===== src/rtl/cm811_init_pkg.sv =====
// rtl/cm811_init_pkg.sv - shared state encoding and defaults for the CM811 init RAM-check manager
package cm811_init_pkg;

  localparam logic [1:0] IDLE   = 2'd0;
  localparam logic [1:0] LAUNCH = 2'd1;
  localparam logic [1:0] WAIT   = 2'd2;
  localparam logic [1:0] REPORT = 2'd3;

  typedef enum logic [1:0] {
    ST_IDLE   = IDLE,
    ST_LAUNCH = LAUNCH,
    ST_WAIT   = WAIT,
    ST_REPORT = REPORT
  } state_e;

  localparam int          CH_NUM_MAX      = 32;
  localparam logic [23:0] TIMEOUT_CYC_DEF = 24'd10_000_000;

endpackage


===== src/rtl/cm811_sticky_vec.sv =====
// rtl/cm811_sticky_vec.sv - masked sticky-OR capture vector with synchronous clear and capture enable
module cm811_sticky_vec #(
  parameter int WIDTH = 16
) (
  input  logic             clk,
  input  logic             rst,
  input  logic             clr,
  input  logic             cap_en,
  input  logic [WIDTH-1:0] mask,
  input  logic [WIDTH-1:0] in_vec,
  output logic [WIDTH-1:0] vec_q,
  output logic [WIDTH-1:0] vec_d
);

  logic [WIDTH-1:0] vec_r;

  // vec_d is exported so the owner can make exit decisions on this cycle's captures
  always_comb begin
    vec_d = vec_r;
    if (clr) begin
      vec_d = '0;
    end else if (cap_en) begin
      vec_d = vec_r | (in_vec & mask);
    end
  end

  always_ff @(posedge clk) begin
    if (rst) begin
      vec_r <= '0;
    end else begin
      vec_r <= vec_d;
    end
  end

  assign vec_q = vec_r;

endmodule


===== src/rtl/cm811_init_check_mgr.sv =====
// rtl/cm811_init_check_mgr.sv - launches per-RAM init checkers and aggregates results; CM811_CHECK_RUN_ALL_EN selects run-to-completion on error
module cm811_init_check_mgr
  import cm811_init_pkg::*;
#(
  parameter int                    CH_NUM      = 16,
  parameter int                    TO_WIDTH    = 24,
  parameter logic [TO_WIDTH-1:0]   TIMEOUT_CYC = TO_WIDTH'(TIMEOUT_CYC_DEF)
) (
  input  logic              sys_clk,
  input  logic              glbl_rst,
  input  logic              check_ram_en,
  input  logic [CH_NUM-1:0] ch_mask,
  output logic              check_ram_busy,
  output logic              check_ram_done,
  output logic              check_ram_error,
  output logic              check_ram_timeout,
  output logic [CH_NUM-1:0] init_check_en,
  input  logic [CH_NUM-1:0] init_check_done,
  input  logic [CH_NUM-1:0] init_check_error,
  output logic [CH_NUM-1:0] ch_done_status,
  output logic [CH_NUM-1:0] ch_err_status
);

  state_e              state_q, state_d;
  logic [CH_NUM-1:0]   mask_q, mask_d;
  logic [TO_WIDTH-1:0] cnt_q, cnt_d;
  logic [CH_NUM-1:0]   en_q, en_d;
  logic                busy_q, busy_d;
  logic                done_q, done_d;
  logic                err_q, err_d;
  logic                to_q, to_d;

  logic                clr, cap_en;
  logic [CH_NUM-1:0]   done_vec_q, done_vec_d;
  logic [CH_NUM-1:0]   err_vec_q, err_vec_d;
  logic                err_hit, done_all, to_hit, abort;

  assign cap_en = (state_q == ST_LAUNCH) || (state_q == ST_WAIT);

  cm811_sticky_vec #(.WIDTH(CH_NUM)) u_done_vec (
    .clk    (sys_clk),
    .rst    (glbl_rst),
    .clr    (clr),
    .cap_en (cap_en),
    .mask   (mask_q),
    .in_vec (init_check_done),
    .vec_q  (done_vec_q),
    .vec_d  (done_vec_d)
  );

  cm811_sticky_vec #(.WIDTH(CH_NUM)) u_err_vec (
    .clk    (sys_clk),
    .rst    (glbl_rst),
    .clr    (clr),
    .cap_en (cap_en),
    .mask   (mask_q),
    .in_vec (init_check_error),
    .vec_q  (err_vec_q),
    .vec_d  (err_vec_d)
  );

  assign err_hit  = |err_vec_d;
  assign done_all = ((done_vec_d & mask_q) == mask_q);
  assign to_hit   = (TIMEOUT_CYC != '0) && (cnt_q == TIMEOUT_CYC - 1'b1);

`ifdef CM811_CHECK_RUN_ALL_EN
  assign abort = 1'b0;
`else
  assign abort = err_hit;
`endif

  always_comb begin
    state_d = state_q;
    mask_d  = mask_q;
    cnt_d   = cnt_q;
    en_d    = '0;
    to_d    = 1'b0;
    clr     = 1'b0;
    case (state_q)
      ST_IDLE: begin
        if (check_ram_en) begin
          mask_d  = ch_mask;
          clr     = 1'b1;
          state_d = (ch_mask == '0) ? ST_REPORT : ST_LAUNCH;
          en_d    = ch_mask;
        end
      end
      ST_LAUNCH: begin
        cnt_d   = '0;
        state_d = ST_WAIT;
      end
      ST_WAIT: begin
        if (abort || done_all) begin
          state_d = ST_REPORT;
        end else if (to_hit) begin
          state_d = ST_REPORT;
          to_d    = 1'b1;
        end else if (cnt_q != '1) begin
          cnt_d = cnt_q + 1'b1;
        end
      end
      default: begin
        state_d = ST_IDLE;
      end
    endcase
    // Report outputs are registered, so they are decided on the cycle that enters REPORT
    busy_d = (state_d != ST_IDLE);
    done_d = (state_d == ST_REPORT);
    err_d  = (state_d == ST_REPORT) && err_hit;
  end

  always_ff @(posedge sys_clk) begin
    if (glbl_rst) begin
      state_q <= ST_IDLE;
      mask_q  <= '0;
      cnt_q   <= '0;
      en_q    <= '0;
      busy_q  <= 1'b0;
      done_q  <= 1'b0;
      err_q   <= 1'b0;
      to_q    <= 1'b0;
    end else begin
      state_q <= state_d;
      mask_q  <= mask_d;
      cnt_q   <= cnt_d;
      en_q    <= en_d;
      busy_q  <= busy_d;
      done_q  <= done_d;
      err_q   <= err_d;
      to_q    <= to_d;
    end
  end

  assign check_ram_busy    = busy_q;
  assign check_ram_done    = done_q;
  assign check_ram_error   = err_q;
  assign check_ram_timeout = to_q;
  assign init_check_en     = en_q;
  assign ch_done_status    = done_vec_q;
  assign ch_err_status     = err_vec_q;

endmodule


===== config.mk =====
export PLATFORM = sky130hd
export DESIGN_NAME = cm811_init_check_mgr
export DESIGN_NICKNAME = d
export VERILOG_FILES = /design/src/rtl/cm811_init_pkg.sv /design/src/rtl/cm811_sticky_vec.sv /design/src/rtl/cm811_init_check_mgr.sv
export SDC_FILE = /design/constraint.sdc
export NUM_CORES = 1
export LEC_CHECK = 0
export CORE_AREA = 2 2 97 99
export CTS_BUF_LIST = sky130_fd_sc_hd__clkbuf_16
export DETAILED_ROUTE_END_ITERATION = 8
export DIE_AREA = 0 0 99 101
export PLACE_DENSITY = 0.73
export SKIP_CTS_REPAIR_TIMING = 1
export SLEW_MARGIN = 20
export SYNTH_ARGS = -nofsm -noshare
export SYNTH_HDL_FRONTEND = slang
export SYNTH_SLANG_ARGS = --single-unit

===== constraint.sdc =====
create_clock -name sys_clk -period 3.3 [get_ports sys_clk]
set_input_delay 0.825 -clock sys_clk [delete_from_list [all_inputs] [get_ports sys_clk]]
set_output_delay 0.825 -clock sys_clk [all_outputs]
set_load 0.01 [all_outputs]

## Word-level counts from Yosys, hierarchy flattened

Cells that the tools add are included.
Widths: inputs -> output; s select.

- Bitwise operators: 8
- Mux-type cells: 16
- Equal/unequal tests: 9
- Reductions and logical operators: 12
- Add/sub/neg operators: 1

Operators by type and width:

| kind | number |
|---|---|
| $mux 24 | 3 |
| $mux 16 | 4 |
| $and 16x16->16 | 3 |
| $pmux 24 s2 | 1 |
| $or 16x16->16 | 2 |
| $add 24x1->24 const B | 1 |
| $eq 24x24->1 const B | 1 |
| $ne 24x24->1 const B | 1 |
| $eq 16x16->1 | 1 |
| $logic_not 16->1 | 1 |
| $reduce_or 16->1 | 1 |
| $mux 2 | 4 |
| $pmux 2 s3 | 1 |
| $reduce_or 3->1 | 2 |
| $eq 2x2->1 const B | 2 |
| $ne 2x2->1 const B | 2 |
| $reduce_and 4->1 | 1 |
| $reduce_bool 2->1 | 2 |
| $mux 1 | 3 |
| $not 1->1 | 3 |
| $eq 2x1->1 const B | 1 |
| $logic_not 2->1 | 1 |
| $logic_or 1x1->1 | 2 |
| $ne 2x1->1 const B | 1 |
| other kinds (2) | 2 |

- Register bits: 94
- Bits of input ports: 51
- Word-level logic and storage cells: 56
- Output and inout port bits: 52

## Logic depth before layout (Yosys ltp)

Gate-level depths: netlist of the first run.

- Depth in word-level cells: 11
- Gate-level depth with buffers: 14
- Mapped depth without buffers: 10

## By module

Synthesis of the first run repeated with hierarchy kept, for this count alone.

- Cell total of the unflattened synthesis: 458
- Area, all modules: 3916.3 um2

Modules (own cells, without submodules):

| module | area each (um2) | instances | cells an instance | sequential area each (um2) |
|---|---|---|---|---|
| cm811_init_check_mgr | 2730.1 | 1 | 316 | 1241.2 |
| cm811_sticky_vec | 593.1 | 2 | 71 | 320.3 |

## Worst setup path after synthesis of the first run

Ideal clock, no wire load.

- Kind: input to register
- From: in check_ram_en
- To: reg cnt_q[2]
- Data arrival time: 2.514 ns
- Cell stages on the path: 11
- Library setup time: 0.091 ns
- Setup slack: 0.695 ns
- Cell sequence: and2_1 -> buf_6 -> buf_6 -> o21ai_2 -> nand4_2 -> nor4_4 -> nor2_4 -> and2_4 -> buf_6 -> a21o_1 -> a311oi_1

- Cells in the longest elaborated chain, start to end: 8

RTL lines:

| element | line | RTL |
|---|---|---|
| start: declaration | cm811_init_check_mgr.sv:11 | `input logic check_ram_en,` |
| $mux 1 * | cm811_init_check_mgr.sv:81 | `if (check_ram_en) begin` |
| $mux 1 * | cm811_init_check_mgr.sv:79 | `case (state_q)` |
| $mux 16 | cm811_sticky_vec.sv:20 | `if (clr) begin` |
| $and 16x16->16 | cm811_init_check_mgr.sv:63 | `assign done_all = ((done_vec_d & mask_q) == mask_q);` |
| $eq 16x16->1 | cm811_init_check_mgr.sv:63 |  |
| $logic_or 1x1->1 * | cm811_init_check_mgr.sv:93 | `if (abort \|\| done_all) begin` |
| $ne 2x2->1 (no line) * | n/a |  |
| $reduce_and 4->1 (no line) * | n/a |  |
| end signal: assignment | cm811_init_check_mgr.sv:125 | `cnt_q <= cnt_d;` |
| end: declaration | cm811_init_check_mgr.sv:26 | `logic [TO_WIDTH-1:0] cnt_q, cnt_d;` |

Every way passes the cells marked *; elsewhere a longest branch is shown, timed or not.
A chain may end at the register's enable or synchronous reset.

## Worst setup path after layout of the first run

- From: in check_ram_en
- To: reg cnt_q[3]

The elaborated chain is that of the path after synthesis.

==> out/qor.yml, run 1 <==
run_status:
  run_status: "finished clean"
pwr:
  power.static_leakage_nw: 1.87
  power.ir.vdd_worst_v: 0.000445
  cellPowerDensity_nw_per_um2: 699
drt:
  vias_per_cell: 5.66
  drt_pass1_iterations: 4
  route.antenna.remaining_nets: 0
  detail_route.iter0.violations: 165
  detail_route.wirelength_um: 11000
  drc: 0
  wire_per_inst_um: 16.3
  vias: 3809
placed_design:
  placement.io_buffers: 102
  gp_routability_congestion: 0.896
  pre_cts_ws_ns: -0.0761
  place.detailed.hpwl_um: 8130
  placed_insts: 657
cts:
  clockRootBuffer: "sky130_fd_sc_hd__clkbuf_16"
  clk_path_buf_depth: 2
  clk_pin_slew_worst_setup_hold_paths_ns: 0.08
  clkLatencyLatePin_ns: 0.35
  clock_sink_count: 94
  tritoncts.num_buffers: 9
  tritoncts: "yes"
  htreeDepth: 3
sta:
  setup_viol_count_final: 0
  portion_of_the_clock_cycle_consumed_by_the_worst_path_in_the_final_layout_pct: 91.7
  setup_repair_after_global_routing_missed_its_margin: "false"
  finalCriticalPeriod_ns: 3.03
  timing_hold_violations_final: 0
  maxSlewViolCount: 0
  worst_slew_pin_slew_ns: 0.784
  setup_slack_ns: 0.272
  finalClockSkew_ns: 0.0146
  fmax_ghz: 0.330
  slew_hr_pct: 47.5
critical_path:
  r2r.worst_path.cells: 12
  setup.worst_path.end_class: "register"
  data_required_time_at_the_worst_endpoint_ns: 3.57
  type_of_the_worst_setup_path: "primary input to register"
  worst_setup_path_start_kind: "primary input"
  arr_time_crit_path_ns: 3.30
  crit_path_max_fanout: 25
synth:
  seq_area_frac_synth_pct: 48.1
  postSynthRegisterBits: 94
  syn-instance-count: 456
  synth_area_leader_cell: "sky130_fd_sc_hd__dfxtp_1"
  synth_area_per_cell_um2: 8.58
  synth-async-reset-ratio_pct: 0
  postSynth.topFlopCell: "sky130_fd_sc_hd__dfxtp_1"
  synth.area.top_cells: "sky130_fd_sc_hd__dfxtp_1, sky130_fd_sc_hd__a21oi_1, sky130_fd_sc_hd__a31oi_1"
  synth_enable_flop_cells: 0
  synth_fp_nets: 512
  number_of_warnings_reported_in_the_yosys_synthesis_log: 0
  synth_area_um2: 3910
  synth.distinct_cells: 46
  synth_largest_type_area_fraction_pct: 48.1
layout:
  final_common_cell: "sky130_fd_sc_hd__clkdlybuf4s50_1"
  num-nets-final: 613
  final.fill_count: 754
  post_layout_nonfiller_instances: 673
  mostFrequentLayoutCells: "sky130_fd_sc_hd__clkdlybuf4s50_1, sky130_fd_sc_hd__dfxtp_1, sky130_fd_sc_hd__a21oi_1"
  layout-drive-gt1-share_pct: 7.47
  syn_to_final_growth_pct: 37.5
  diodes: 0
grt:
  grt_max_degree: 30
  grt_pass1_wl_um: 17800
  grt_pass1_vias: 3639
  leftover_overflow_at_the_end_of_global_routing: 0
  antenna_found_initial: 0
  grtUsageTotal_pct: 22.1
floorplan:
  die_h_um: 101
  die-width_um: 99
  floorplan.die_area_um2: 10000
  initial_utilization_pct: 43.6
  core-area_um2: 8980
  rows: 35
  top_level_ports: 103
flow_run:
  max_cap_violations: 0
hold_path:
  min-delay-path-class: "register to register"
  min_path_cells: 2
[layout make-up]
class                           count  area [um2]  share of cell area [%]
Tap cell                          111         139                    2.58
Inverter                            4        15.0                   0.279
Clock buffer                        9         225                    4.19
Timing Repair Buffer              117        1160                    21.5
Multi-Input combinational cell    331        1880                    34.9
Clock inverter                      7        83.8                    1.56
Sequential cell                    94        1880                    35.0
[through the flow]
| step | TNS (ns) | hold slack [ns] | instance area, um2 | power (mW) | util, % |
|---|---|---|---|---|---|
| CTS | 0 | 0.487 | 5380 | 3.75 | 59.9 |
| floorplan | 0 | 0.449 | 3910 | 2.23 | - |
| detailed placement | -0.813 | 0.475 | 5070 | 2.70 | 56.5 |
| global route | 0 | 0.528 | 5380 | 3.95 | 59.9 |
| finish | 0 | 0.487 | 5380 | 3.76 | 59.9 |
| global placement | 0 | 0.465 | 5070 | 2.68 | 56.5 |
[routing by layer]
layer / share of wire [%] / track usage, %
met3: 6.8 / 5.89
met2: 50 / 39.2
met1: 41 / 26.2
met4: 1.7 / 6.74
met5: 0 / 0
[worst paths after layout]
path                                           from                  end  slack (ns)
worst min-delay path            u_done_vec.vec_q[1]  u_done_vec.vec_q[1]        0.49
worst max register to register           state_q[0]             cnt_q[3]        0.29
worst min register to register  u_done_vec.vec_q[1]  u_done_vec.vec_q[1]        0.49
worst max-delay path                   check_ram_en             cnt_q[3]        0.27
[flip-flops by register name, indices dropped and copies added, names as in the netlist]
signal and flops:
u_err_vec.vec_q 16, check_ram_busy 1, init_check_en 16, mask_q 16, state_q 2, cnt_q 24, check_ram_done 1, check_ram_error 1
check_ram_timeout 1, u_done_vec.vec_q 16
[where the power goes]
part	switching [mW]	total [mW]	leakage [nW]	internal, mW
clock	0.518	1.06	0.152	0.546
sequential	0.0938	1.33	0.762	1.24
combinational	0.816	1.36	0.953	0.547
[worst max-delay path, cell delays in order]
cell	delay (ns)
sky130_fd_sc_hd__clkdlybuf4s50_1	0.51
sky130_fd_sc_hd__and2_1	0.21
sky130_fd_sc_hd__buf_12	0.18
sky130_fd_sc_hd__a21oi_1	0.05
sky130_fd_sc_hd__nor4_1	0.34
sky130_fd_sc_hd__nand2_1	0.19
sky130_fd_sc_hd__nor2_4	0.18
sky130_fd_sc_hd__a21oi_4	0.13
sky130_fd_sc_hd__buf_12	0.18
sky130_fd_sc_hd__or3_1	0.36
sky130_fd_sc_hd__a21oi_1	0.15
[Yosys cell counts (all sizes together), types with 2 or more instances]
cell type,n
or3,13
nor4,7
o21ai,30
a21oi,62
and4,3
dfxtp,94
nor2b,2
a311oi,5
and2,22
clkbuf,17
nand2,50
o31ai,2
nor4b,2
a31oi,33
inv,4
o21a,5
or2,2
buf,10
ha,5
nand4,6
or4,3
a21o,3
nand2b,3
and3,5
nor2,24
nand3,16
nor3,21
[logic make-up after synthesis]
family | share of synthesized area, %
and+or+nand+nor | 24.8
AOI/OAI and AO/OA | 21.3
DFF | 48.1
buffers and inverters | 3.96
adders and majority gates | 1.60
muxes | 0.256
No activity file was read; power rests on OpenSTA's default activity.
==> run 2: changes to the inputs <==
--- a/config.mk
+++ b/config.mk
@@ -6,7 +6,7 @@
 export NUM_CORES = 1
 export LEC_CHECK = 0
 export CORE_AREA = 2 2 97 99
-export CTS_BUF_LIST = sky130_fd_sc_hd__clkbuf_16
+export CTS_BUF_LIST = sky130_fd_sc_hd__clkbuf_8
 export DETAILED_ROUTE_END_ITERATION = 8
 export DIE_AREA = 0 0 99 101
 export PLACE_DENSITY = 0.73
==> run 2 against run 1 <==
  * First-iteration DRC count decreased by 7.9%
  * Total power decreased by 7.5%
  * Via count decreased by 0.53%
  * Non-clock buffer count unchanged
  * Worst hold slack improved by 0.0041 ns
  * Worst setup slack got worse by 0.016 ns
  * Sequential power about the same
  * Clock power decreased by 26%
  * Combinational power about the same
  * Die area unchanged
  * Maximum frequency decreased by 0.52%
  * Largest power group unchanged
==> out/qor.yml, run 2 (synthesized netlist as in run 1, its figures left out) <==
run_status:
  run_status: "finished clean"
cts:
  clockRootBuffer: "sky130_fd_sc_hd__clkbuf_8"
  clkLatencyLatePin_ns: 0.37
  clk_path_buf_depth: 2
  tritoncts.num_buffers: 9
  clk_pin_slew_worst_setup_hold_paths_ns: 0.11
  clock_sink_count: 94
  htreeDepth: 3
  tritoncts: "yes"
floorplan:
  die_h_um: 101
  top_level_ports: 103
  rows: 35
  floorplan.die_area_um2: 10000
  initial_utilization_pct: 43.6
  core-area_um2: 8980
  die-width_um: 99
grt:
  grtUsageTotal_pct: 21.8
  grt_pass1_vias: 3636
  grt_pass1_wl_um: 17500
  grt_max_degree: 30
  leftover_overflow_at_the_end_of_global_routing: 0
  antenna_found_initial: 0
critical_path:
  crit_start: "state_q[0]"
  r2r-end: "cnt_q[3]"
  worstPathCellList: "inv_1 > ha_1 > buf_4 > a31oi_1 > a21oi_1 > nor4_1 > nand2_1 > nor2_4 > a21oi_4 > buf_12 > or3_1 > a21oi_1"
  crit_top_cell: "sky130_fd_sc_hd__a21oi_1"
  r2r_start: "state_q[0]"
  max_stage_delay_ns: 0.43
  setup.worst_path.end_class: "register"
  data_required_time_at_the_worst_endpoint_ns: 3.59
  r2r_slack_ns: 0.26
  worst_setup_path_start_kind: "register"
  crit_path_max_fanout: 20
  cp_slowest_cell: "sky130_fd_sc_hd__dfxtp_1"
  critical_path_buf_inv_count: 3
  arr_time_crit_path_ns: 3.33
  type_of_the_worst_setup_path: "register to register"
  critical_path.top_delay_family: "simple AND/OR/NAND/NOR gates"
  r2r.worst_path.cells: 12
layout:
  mostFrequentLayoutCells: "sky130_fd_sc_hd__clkdlybuf4s50_1, sky130_fd_sc_hd__dfxtp_1, sky130_fd_sc_hd__a21oi_1"
  syn_to_final_growth_pct: 34.9
  post_layout_nonfiller_instances: 673
  largest_register_ffs: 24
  layout-drive-gt1-share_pct: 7.47
  diodes: 0
  num-nets-final: 613
  utilization_pct: 58.8
  largest-register: "cnt_q"
  finalInstanceArea_um2: 5280
  final_common_cell: "sky130_fd_sc_hd__clkdlybuf4s50_1"
pwr:
  power.ir.vdd_worst_v: 0.000372
  cellPowerDensity_nw_per_um2: 659
  power.static_leakage_nw: 1.82
sta:
  finalCriticalPeriod_ns: 3.04
  slew_hr_pct: 47.5
  setup_slack_ns: 0.256
  setup_viol_count_final: 0
  timing_hold_violations_final: 0
  maxSlewViolCount: 0
  fmax_ghz: 0.329
  portion_of_the_clock_cycle_consumed_by_the_worst_path_in_the_final_layout_pct: 92.2
  fin_hold_ws_ns: 0.492
  worst_slew_pin_slew_ns: 0.785
  setup_repair_after_global_routing_missed_its_margin: "false"
  finalClockSkew_ns: 0.0215
drt:
  detail_route.iter0.violations: 152
  route.antenna.remaining_nets: 0
  detail_route.wirelength_um: 10900
  vias_per_cell: 5.63
  wire_per_inst_um: 16.2
  drt_pass1_iterations: 5
  vias: 3789
  drc: 0
placed_design:
  pre_cts_ws_ns: -0.0761
  placed_insts: 657
  gp_routability_congestion: 0.896
  placed_area_um2: 5070
  place.detailed.hpwl_um: 8130
  placement.io_buffers: 102
hold_path:
  min_path_cells: 2
  min-delay-path-class: "register to register"
  min_delay_worst_endpoint: "u_done_vec.vec_q[1]"
  hp-start: "u_done_vec.vec_q[1]"
flow_run:
  max_cap_violations: 0
## run 2: per-layer routing
layer / vias up / part of all wire, % / global-route usage [%]
li1: 1862 / - / -
met1: 1766 / 41 / 25.6
met2: 145 / 50 / 38.3
met3: 16 / 7.5 / 6.80
met4: 0 / 1.5 / 6.11
met5: - / 0 / 0
## run 2: power breakdown
group / total (mW) / switching (mW) / internal (mW)
Clock: 0.784 / 0.475 / 0.308
Combinational: 1.36 / 0.815 / 0.547
Sequential: 1.33 / 0.0943 / 1.24
## run 2: tightest hold or removal path, cell delays in order, from the launching register on
cell	delay, ns
sky130_fd_sc_hd__dfxtp_1	0.33
sky130_fd_sc_hd__inv_1	0.07
sky130_fd_sc_hd__a21oi_1	0.06
## run 2: final cells by class
cell class | instances | area (um2)
Clock buffer | 9 | 124
Clock inverter | 7 | 83.8
Fill cell | 773 | 3700
Inverter | 4 | 15.0
Multi-Input combinational cell | 331 | 1880
Sequential cell | 94 | 1880
Tap cell | 111 | 139
Timing Repair Buffer | 117 | 1160
## run 2: through the flow
step           TNS (ns)  total power, mW
6_report              0             3.48
3_3_place_gp          0             2.68
2_1_floorplan         0             2.23
4_1_cts               0             3.48
3_5_place_dp     -0.813             2.70
5_1_grt               0             3.68
## run 2: how the worst max path moves through the flow
stage                     slack [ns]  cells past startpoint        end
final                           0.26                     12   cnt_q[3]
after global placement          0.03                     10  cnt_q[21]
after detailed placement       -0.08                     11  cnt_q[10]
after global routing            0.03                     12  cnt_q[17]
after CTS                       0.31                     11  cnt_q[10]
after floorplan                 0.69                     11   cnt_q[2]
==> run 3: changes to the inputs <==
--- a/config.mk
+++ b/config.mk
@@ -5,11 +5,14 @@
 export SDC_FILE = /design/constraint.sdc
 export NUM_CORES = 1
 export LEC_CHECK = 0
-export CORE_AREA = 2 2 97 99
+export CAP_MARGIN = 20
+export CELL_PAD_IN_SITES_DETAIL_PLACEMENT = 0
+export CELL_PAD_IN_SITES_GLOBAL_PLACEMENT = 1
+export CORE_AREA = 2 2 106 108
 export CTS_BUF_LIST = sky130_fd_sc_hd__clkbuf_8
 export DETAILED_ROUTE_END_ITERATION = 8
-export DIE_AREA = 0 0 99 101
-export PLACE_DENSITY = 0.73
+export DIE_AREA = 0 0 108 110
+export PLACE_DENSITY_LB_ADDON = 0.1
 export SKIP_CTS_REPAIR_TIMING = 1
 export SLEW_MARGIN = 20
 export SYNTH_ARGS = -nofsm -noshare
==> run 3 against run 2 <==
  * Count of clock-buffer cells in the layout is the same
  * Combinational power grew 5%
  * Global-route usage shrank 1.5 points
  * Non-clock buffer count grew 2
  * Largest power group unchanged
  * Critical endpoint is now cnt_q[19]
  * Largest cell class unchanged
  * Critical path depth shrank 1
==> out/qor.yml, run 3 (synthesized netlist as in run 1, its figures left out) <==
run_status:
  run_status: "finished clean"
drt:
  vias_per_cell: 5.30
  met2_length_um: 5710
  vias: 3723
  route.antenna.remaining_nets: 0
  detail_route.wirelength_um: 11600
  drc: 0
  detail_route.iter0.violations: 189
  route.top_layer_used: "met4"
  wire_per_inst_um: 16.5
  met1_length_um: 5100
  drt_pass1_iterations: 4
  dr_wl_met3_um: 547
critical_path:
  setup.worst_path.end_class: "register"
  critical_path.top_delay_family: "simple AND/OR/NAND/NOR gates"
  r2r.worst_path.cells: 11
  cp_slowest_cell: "sky130_fd_sc_hd__or4_1"
  type_of_the_worst_setup_path: "register to register"
  data_required_time_at_the_worst_endpoint_ns: 3.61
  r2r_start: "state_q[0]"
  crit_path_max_fanout: 47
  crit_start: "state_q[0]"
  crit_top_cell: "sky130_fd_sc_hd__a21oi_1"
  endpoint: "cnt_q[19]"
  r2r-end: "cnt_q[19]"
  worst_setup_path_start_kind: "register"
  path_depth: 11
  r2r_slack_ns: 0.31
  critical_path_buf_inv_count: 2
  max_stage_delay_ns: 0.52
  arr_time_crit_path_ns: 3.30
  worstPathCellList: "inv_1 > ha_1 > buf_12 > a31oi_1 > a21oi_1 > nor4_1 > nand2_1 > nor2_4 > a21oi_4 > or4_1 > a21oi_1"
hold_path:
  min_path_cells: 2
  min-delay-path-class: "register to register"
grt:
  grt_max_degree: 48
  grt_pass1_vias: 3601
  grtUsageTotal_pct: 20.3
  leftover_overflow_at_the_end_of_global_routing: 0
  antenna_found_initial: 0
  grt_pass1_wl_um: 18500
cts:
  clockRootBuffer: "sky130_fd_sc_hd__clkbuf_8"
  tritoncts: "yes"
  clock_sink_count: 94
  htreeDepth: 3
  tritoncts.num_buffers: 9
  clk_path_buf_depth: 2
  clkLatencyLatePin_ns: 0.37
  clk_pin_slew_worst_setup_hold_paths_ns: 0.09
sta:
  finalClockSkew_ns: 0.00853
  timing_hold_violations_final: 0
  setup_repair_after_global_routing_missed_its_margin: "false"
  portion_of_the_clock_cycle_consumed_by_the_worst_path_in_the_final_layout_pct: 90.6
  maxSlewViolCount: 0
  finalCriticalPeriod_ns: 2.99
  setup_viol_count_final: 0
  fmax_ghz: 0.334
  worst_slew_pin_slew_ns: 0.777
  slew_hr_pct: 48.0
  setup_tns_ns: 0
layout:
  utilization_pct: 49.8
  mostFrequentLayoutCells: "sky130_fd_sc_hd__clkdlybuf4s50_1, sky130_fd_sc_hd__dfxtp_1, sky130_fd_sc_hd__a21oi_1"
  largest_register_ffs: 24
  final_common_cell: "sky130_fd_sc_hd__clkdlybuf4s50_1"
  syn_to_final_growth_pct: 36.0
  post_layout_nonfiller_instances: 703
  largest-register: "cnt_q"
  num-nets-final: 615
  layout-drive-gt1-share_pct: 7.82
  diodes: 0
floorplan:
  die-width_um: 108
  initial_utilization_pct: 36.6
  top_level_ports: 103
  rows: 38
  floorplan.die_area_um2: 11900
  core-area_um2: 10700
  die_h_um: 110
flow_run:
  max_cap_violations: 0
placed_design:
  placement.io_buffers: 102
  placed_insts: 688
  gp_routability_congestion: 0.849
  place.detailed.hpwl_um: 8690
pwr:
  cellPowerDensity_nw_per_um2: 661
  power.static_leakage_nw: 1.82
  design_power_total_mw: 3.52
  power.ir.vdd_worst_v: 0.000322
==> run 3: per-layer routing <==
metal / GRT usage [%] / up-vias
met4: 8.61 / 0
met1: 24.6 / 1759
met5: 0 / -
met3: 4.41 / 15
met2: 35.0 / 89
li1: - / 1860
==> run 3: stage by stage <==
stage	setup WS (ns)	cell area [um2]	hold WS, ns
3_3_place_gp	0.0644	5140	0.462
5_1_grt	0.0446	5320	0.530
3_5_place_dp	-0.0136	5140	0.477
6_report	0.309	5320	0.486
4_1_cts	0.282	5320	0.491
2_1_floorplan	0.695	3910	0.449
==> run 3: worst register-to-register path, stage by stage (launching register included) <==
cell,delay (ns)
sky130_fd_sc_hd__dfxtp_1,0.43
sky130_fd_sc_hd__inv_1,0.09
sky130_fd_sc_hd__ha_1,0.36
sky130_fd_sc_hd__buf_12,0.20
sky130_fd_sc_hd__a31oi_1,0.28
sky130_fd_sc_hd__a21oi_1,0.10
sky130_fd_sc_hd__nor4_1,0.34
sky130_fd_sc_hd__nand2_1,0.18
sky130_fd_sc_hd__nor2_4,0.17
sky130_fd_sc_hd__a21oi_4,0.10
sky130_fd_sc_hd__or4_1,0.52
sky130_fd_sc_hd__a21oi_1,0.15
==> run 3: cell type report <==
class / count / area [um2]
fillers: 1036 / 5370
flip-flops and latches: 94 / 1880
multi-input cells: 331 / 1880
repair buffers: 119 / 1190
well taps: 140 / 175
clock buffers: 9 / 124
clock inverters: 6 / 63.8
inverters: 4 / 15.0
==> run 3: worst min path at each step <==
stage / start / end / slack (ns)
global placement: u_done_vec.vec_q[1] / u_done_vec.vec_q[1] / 0.46
global route: cnt_q[12] / cnt_q[12] / 0.53
CTS: u_done_vec.vec_q[1] / u_done_vec.vec_q[1] / 0.49
finish: u_done_vec.vec_q[1] / u_done_vec.vec_q[1] / 0.49
floorplan: cnt_q[5] / cnt_q[5] / 0.45
detailed placement: u_done_vec.vec_q[1] / u_done_vec.vec_q[1] / 0.48
==> run 3: power by group <==
part / switching, mW / total, mW / internal [mW]
combinational: 0.845 / 1.43 / 0.588
sequential: 0.0927 / 1.33 / 1.24
clock: 0.411 / 0.755 / 0.345
total: 1.35 / 3.52 / 2.17
